==> src/rtl/frame_scanner.sv <==
// Replays a captured frame from the frame-buffer BRAM as the marker-framed
// (rdaddress, rddata) pixel stream consumed by detect_direction.
module frame_scanner #(
  parameter int IMAGE_WIDTH  = 320,
  parameter int IMAGE_HEIGHT = 240,
  parameter int ADDR_BITS    = $clog2(IMAGE_WIDTH * IMAGE_HEIGHT),
  parameter int PIXEL_BITS   = 12,
  parameter int BRAM_LATENCY = 1,
  parameter int MIN_HOLD     = 2
) (
  input  logic                  clk,
  input  logic                  reset_n,
  input  logic                  frame_ready,
  output logic [ADDR_BITS-1:0]  bram_rdaddress,
  input  logic [PIXEL_BITS-1:0] bram_q,
  output logic [ADDR_BITS-1:0]  rdaddress,
  output logic [PIXEL_BITS-1:0] rddata,
  output logic                  scan_busy,
  output logic                  frame_done,
  output logic                  frame_dropped,
  output logic [15:0]           frame_count
);

  localparam int NUM_PIX = IMAGE_WIDTH * IMAGE_HEIGHT;
  localparam logic [ADDR_BITS-1:0] LAST_ADDR = ADDR_BITS'(NUM_PIX - 1);
  localparam logic [ADDR_BITS-1:0] ADDR_ONE  = ADDR_BITS'(1);
  localparam logic [ADDR_BITS-1:0] ADDR_TWO  = ADDR_BITS'(2);
  localparam int HOLD_BITS = $clog2(MIN_HOLD + 1);
  localparam logic [HOLD_BITS-1:0] HOLD_MIN = HOLD_BITS'(MIN_HOLD);
  localparam logic [HOLD_BITS-1:0] HOLD_ONE = HOLD_BITS'(1);

  typedef enum logic [2:0] {IDLE, START, SCAN, DRAIN, HOLD} state_t;

  state_t state, state_nxt;

  logic [ADDR_BITS-1:0]    dl_addr [BRAM_LATENCY];
  logic [BRAM_LATENCY-1:0] dl_valid;
  logic                    pending;
  logic [HOLD_BITS-1:0]    hold_cnt;

  logic [ADDR_BITS-1:0]  bram_addr_nxt;
  logic                  issue_nxt;
  logic [ADDR_BITS-1:0]  rdaddress_nxt;
  logic [PIXEL_BITS-1:0] rddata_nxt;
  logic                  busy_nxt;
  logic                  done_nxt;
  logic                  drop_nxt;
  logic [15:0]           count_nxt;
  logic                  pending_nxt;
  logic [HOLD_BITS-1:0]  hold_nxt;
  logic                  start_scan;
  logic                  pix_valid;
  logic [ADDR_BITS-1:0]  pix_addr;

  // The last delay-line stage lines up with bram_q for the same address
  assign pix_valid = dl_valid[BRAM_LATENCY-1];
  assign pix_addr  = dl_addr[BRAM_LATENCY-1];

  always_ff @(posedge clk or negedge reset_n) begin
    if (!reset_n) state <= IDLE;
    else          state <= state_nxt;
  end

  always_comb begin
    state_nxt     = state;
    bram_addr_nxt = bram_rdaddress;
    issue_nxt     = 1'b0;
    rdaddress_nxt = rdaddress;
    rddata_nxt    = rddata;
    busy_nxt      = scan_busy;
    done_nxt      = 1'b0;
    drop_nxt      = 1'b0;
    count_nxt     = frame_count;
    pending_nxt   = pending;
    hold_nxt      = hold_cnt;
    start_scan    = 1'b0;

    case (state)
      IDLE: begin
        rdaddress_nxt = '0;
        rddata_nxt    = '0;
        if (hold_cnt < HOLD_MIN) hold_nxt = hold_cnt + HOLD_ONE;
        if ((frame_ready || pending) && (hold_cnt >= HOLD_MIN)) begin
          start_scan    = 1'b1;
          state_nxt     = START;
          rdaddress_nxt = ADDR_ONE;
          busy_nxt      = 1'b1;
          bram_addr_nxt = ADDR_TWO;
          issue_nxt     = 1'b1;
        end
      end
      START, SCAN: begin
        if (pix_valid) begin
          rdaddress_nxt = pix_addr;
          rddata_nxt    = bram_q;
          state_nxt     = SCAN;
        end
        if (bram_rdaddress < LAST_ADDR) begin
          bram_addr_nxt = bram_rdaddress + ADDR_ONE;
          issue_nxt     = 1'b1;
        end else begin
          state_nxt = DRAIN;
        end
      end
      DRAIN: begin
        if (pix_valid) begin
          rdaddress_nxt = pix_addr;
          rddata_nxt    = bram_q;
        end else begin
          state_nxt     = HOLD;
          rdaddress_nxt = '0;
          rddata_nxt    = '0;
          busy_nxt      = 1'b0;
          done_nxt      = 1'b1;
          count_nxt     = frame_count + 16'd1;
          hold_nxt      = HOLD_ONE;
        end
      end
      HOLD: begin
        state_nxt = IDLE;
        if (hold_cnt < HOLD_MIN) hold_nxt = hold_cnt + HOLD_ONE;
      end
      default: state_nxt = IDLE;
    endcase

    // One request may wait while a scan runs; any further one is discarded
    if (start_scan) begin
      pending_nxt = 1'b0;
    end else if (frame_ready) begin
      pending_nxt = 1'b1;
      drop_nxt    = pending;
    end
  end

  always_ff @(posedge clk or negedge reset_n) begin
    if (!reset_n) begin
      bram_rdaddress <= '0;
      rdaddress      <= '0;
      rddata         <= '0;
      scan_busy      <= 1'b0;
      frame_done     <= 1'b0;
      frame_dropped  <= 1'b0;
      frame_count    <= '0;
      pending        <= 1'b0;
      hold_cnt       <= '0;
      dl_valid       <= '0;
      for (int k = 0; k < BRAM_LATENCY; k++) dl_addr[k] <= '0;
    end else begin
      bram_rdaddress <= bram_addr_nxt;
      rdaddress      <= rdaddress_nxt;
      rddata         <= rddata_nxt;
      scan_busy      <= busy_nxt;
      frame_done     <= done_nxt;
      frame_dropped  <= drop_nxt;
      frame_count    <= count_nxt;
      pending        <= pending_nxt;
      hold_cnt       <= hold_nxt;
      dl_addr[0]     <= bram_addr_nxt;
      dl_valid[0]    <= issue_nxt;
      for (int k = 1; k < BRAM_LATENCY; k++) begin
        dl_addr[k]  <= dl_addr[k-1];
        dl_valid[k] <= dl_valid[k-1];
      end
    end
  end

endmodule

==> config.mk <==
export PLATFORM = sky130hd
export DESIGN_NAME = frame_scanner
export DESIGN_NICKNAME = d
export VERILOG_FILES = /design/src/rtl/frame_scanner.sv
export SDC_FILE = /design/constraint.sdc
export NUM_CORES = 1
export LEC_CHECK = 0
export ABC_AREA = 1
export ABC_CLOCK_PERIOD_IN_PS = 4200
export BUFFER_PORTS_ARGS = -buffer_cell sky130_fd_sc_hd__buf_2
export CORE_MARGIN = 1.5
export CORE_UTILIZATION = 40
export CTS_CLUSTER_SIZE = 28
export DETAILED_ROUTE_END_ITERATION = 10
export HOLD_SLACK_MARGIN = 0.03
export PLACE_DENSITY_LB_ADDON = 0.25
export SYNTH_ARGS = -nofsm -noshare
export SYNTH_HDL_FRONTEND = slang
export SYNTH_SLANG_ARGS = --single-unit
==> constraint.sdc <==
create_clock -name clk -period 4.2 [get_ports clk]
set_clock_uncertainty 0.2 [all_clocks]
set_input_delay 1.26 -clock clk [delete_from_list [all_inputs] [get_ports clk]]
set_output_delay 1.26 -clock clk [all_outputs]
set_load 0.02 [all_outputs]
==> results.txt <==
The net count reported at finish is 523. The count of antenna-violating nets left after detailed routing came out at 0. The critical path is of the flip-flop to output pin type. The post-synthesis xor/xnor area fraction came out at between 4 and 5%. Max-cap violations in this run came to 0. The number of cell instances on the worst register-to-register path came out at 6. The share of the synthesized area in compound gates (AO/OA/AOI/OAI) is 9.39%. The number of enable-type register cells in the synthesized netlist is 0. The count of cell types in the netlist came out at 30. Post-CTS timing repair inserted 0 buffers for setup.

The synthesized netlist net count came out at roughly 440. The via count is 2,983. The tree is rooted in a clkbuf_8. The post-layout worst setup margin came out at 1680 ps. The final layout contains routed wiring with a total length of 7.71 mm.

The starting density of the core came out at roughly two fifths. The number of design rule violations left after detail routing is 0. The finished cells cover roughly 4300 sq um.

The overall power after layout is around 0.0014 W. The clock tree from TritonCTS is yes. Global routing used 17.2% of the available tracks. After clock tree synthesis, the flow added hold-fix buffers numbering 0. The buffer and inverter count on the worst path came out at 1.

Grouping stages by cell kind, the critical path spends the most delay in flip-flops. For this run the aggregate overflow at the end of global routing stands at 0. The level count of the clock H-tree is 3. The first global-routing pass estimated 13.2 mm of wire.

The run finished with clean final reports. The standard-cell row count came out at 34. Relative to the synthesized area, the layout overhead comes to 20.0%.

The most common cell in the netlist is nand2_1. Traced cell by cell, the critical path runs through buf_2. The post-synthesis area per instance is 8.34 sq um.

The worst-case clock buffer depth is 2. The clock latency on the worst-skew pair came out at 340 ps. For this design the ratio of total power to cell area is roughly 320 nW/um^2. The number of synthesized register bits came out at 72. The largest net degree at the start of global routing came out at 57. STA classifies the critical path startpoint as a flip-flop.

The multiplexer area fraction after synthesis came out at 0%. The min-delay analysis places its worst path in the category flip-flop to flip-flop. The number of top-level pins is 80. The die is 97.1 um wide. The transition time of the tightest slew-check pin came out at 1180 ps. The critical path endpoint category is an output pin. The endpoint identified for the worst register-to-register timing path is rddata[1]. The share of the synthesized area in the top cell type is between 50% and 60%. After routing, the total negative slack on setup checks comes to 0 ps. The total iterations of the first detailed-routing run came out at 4. After synthesis, the largest family of logic cells by area is simple AND/OR/NAND/NOR gates. The placed standard-cell area came out at 4030 sq um.

By area the synthesized netlist is led by dfrtp_1 (51%), nand2_1 (8.9%), inv_1 (7.1%), nand3_1 (6.5%), o21ai_0 (5.9%). In this run the tool buffered the top-level ports with 79 buffer cells. The total clock sinks came out at 72. The number of global-route vias before repair came out at 2,853.

Once the clock tree was built, the resizer swapped 0 gates to a different size. The post-route netlist has 22.8% of its cells at a drive strength greater than 1. In the synthesized netlist the dominant register cell turns out to be dfrtp_1. The achievable frequency came out at 396 MHz. The worst stage delay on the critical path came out at 500 ps. For the worst setup path, the data required time is between 2000 and 3000 ps. The biggest fanout along the worst timing path came out at 6.

The worst hold path terminates at state[2]. The max-slew violation total from the final report is 0. The number of warnings reported in the yosys synthesis log is 0. The peak supply drop came out at approximately 150 uV.

In this run the static leakage power is 2.25 nW. The total clock buffers created by CTS came out at 9. The setup slack after placement came out at 1720 ps. In the final routed layout, each cell accounts on average for 12.5 um. The worst pin sits at a relative slew slack of 21.1%. The sequential element share of the synthesized area came out at 50.8%. The register-to-register setup slack came out at 1810 ps. The final number of hold-violating endpoints came out at 0. The initial antenna violation count was 0. The worst path in the final design needs a cycle of 2520 ps, including I/O delays and setup. The floorplan die area is 9430 sq um. The critical path starts at dl_addr[16]. Summing the areas of all and, or, nand and nor instances in the mapped netlist gives 24.0% of the synthesized area.

The synthesized instance count is 425. The commonest cells after synthesis are nand2_1 (84), dfrtp_1 (72), inv_1 (67). Counting flops with an async set or reset pin after synthesis yields a share of 100%. Summing the areas of all fa, ha and maj instances in the mapped netlist gives 1.06% of the synthesized area.

The data arrival at the endpoint of the critical path is 1060 ps. The final setup violation count came out at 0. Dividing the final minimum period by the clock period gives 60.1%. The library cell with the largest summed area after synthesis is dfrtp_1. The worst register-to-register path begins at state[0]. The number of antenna repair diodes came out at 0. For this run, the number of standard cells in the final layout without fillers is 617. Setup repair after global routing left no endpoint under its margin.

The cell count after placement is 602. The combined area of all synthesized cells is 3540 sq um. The slowest stage of the critical path belongs to the cell dfrtp_1.

The post-CTS clock slew at the launch and capture registers of the worst setup and hold paths came out at 70 ps. Routability-driven placement finished with a final weighted congestion of 0.831. Summed over all nets, the half-perimeter wirelength after detailed placement is 5.48 mm. The area of the placeable core is 8640 sq um. The hold-critical path depth is 1. The chip height is between 90 and 100 um. The vias per cell is 4.83. In this run, the number of DRC markers left after iteration 0 of detailed routing was 117. The worst hold path begins at dl_valid.
[per-layer routing]
metal	share of wire [%]	routed length (um)	global-route usage, %
met1	47	3660	23.7
met2	46	3520	26.3
met3	5.0	389	3.17
met4	1.9	143	8.58
met5	0	0	0
[where the power goes]
part / switching (W) / total [W] / internal, W
clock: 0.000259 / 0.000606 / 0.000347
combinational: 0.0000297 / 0.0000447 / 0.0000149
sequential: 0.00000290 / 0.000702 / 0.000699
[registers in the layout, indices dropped and copies added (netlist names)]
name and cells:
dl_valid 1, dl_addr 17, frame_dropped 1, rddata 12, scan_busy 1, rdaddress 17
pending 1, hold_cnt 2, frame_done 1, state 3, frame_count 16
[cells in the final DEF, fill, tap and decap left out, types with 5 or more instances in the layout]
master,count
buf_2,79
clkbuf_8,10
dfrtp_1,72
inv_1,67
nand2_1,84
nand3_1,46
nand4_1,7
nor2_1,32
nor3_1,9
o21ai_0,42
o21ai_1,5
o21ai_2,7
xnor2_1,5
xor2_1,15
[kinds of logic (layout without fill, tap and decap cells)]
kind of cell	count (synthesis)	count (layout)
compound gates	59	59
xor+xnor	20	20
fa+ha+maj	3	3
buf+inv	83	167
flops	72	72
simple gates	188	188
[metrics by stage]
step / hold WS, ps / util [%]
CTS: 274 / 49.2
global placement: 267 / 46.7
finish: 275 / 49.2
detailed placement: 264 / 46.7
global route: 324 / 49.2
floorplan: 246 / -
[how the worst max path moves through the flow]
stage,cells after the start,to
after floorplan,7,dl_addr[1]
after global placement,8,dl_addr[12]
after detailed placement,8,dl_addr[16]
after CTS,1,bram_rdaddress[16]
after global routing,5,rdaddress[13]
final,1,bram_rdaddress[16]
[layout make-up]
cell class	instances	area, sq um
clock buffer	10	138
clock inverter	5	81.3
fill	835	4380
inverter	71	267
multi-input combinational	270	1410
sequential	72	1800
tap	108	135
timing repair buffer	81	423
Note: power is estimated with default switching activity, not from simulation.
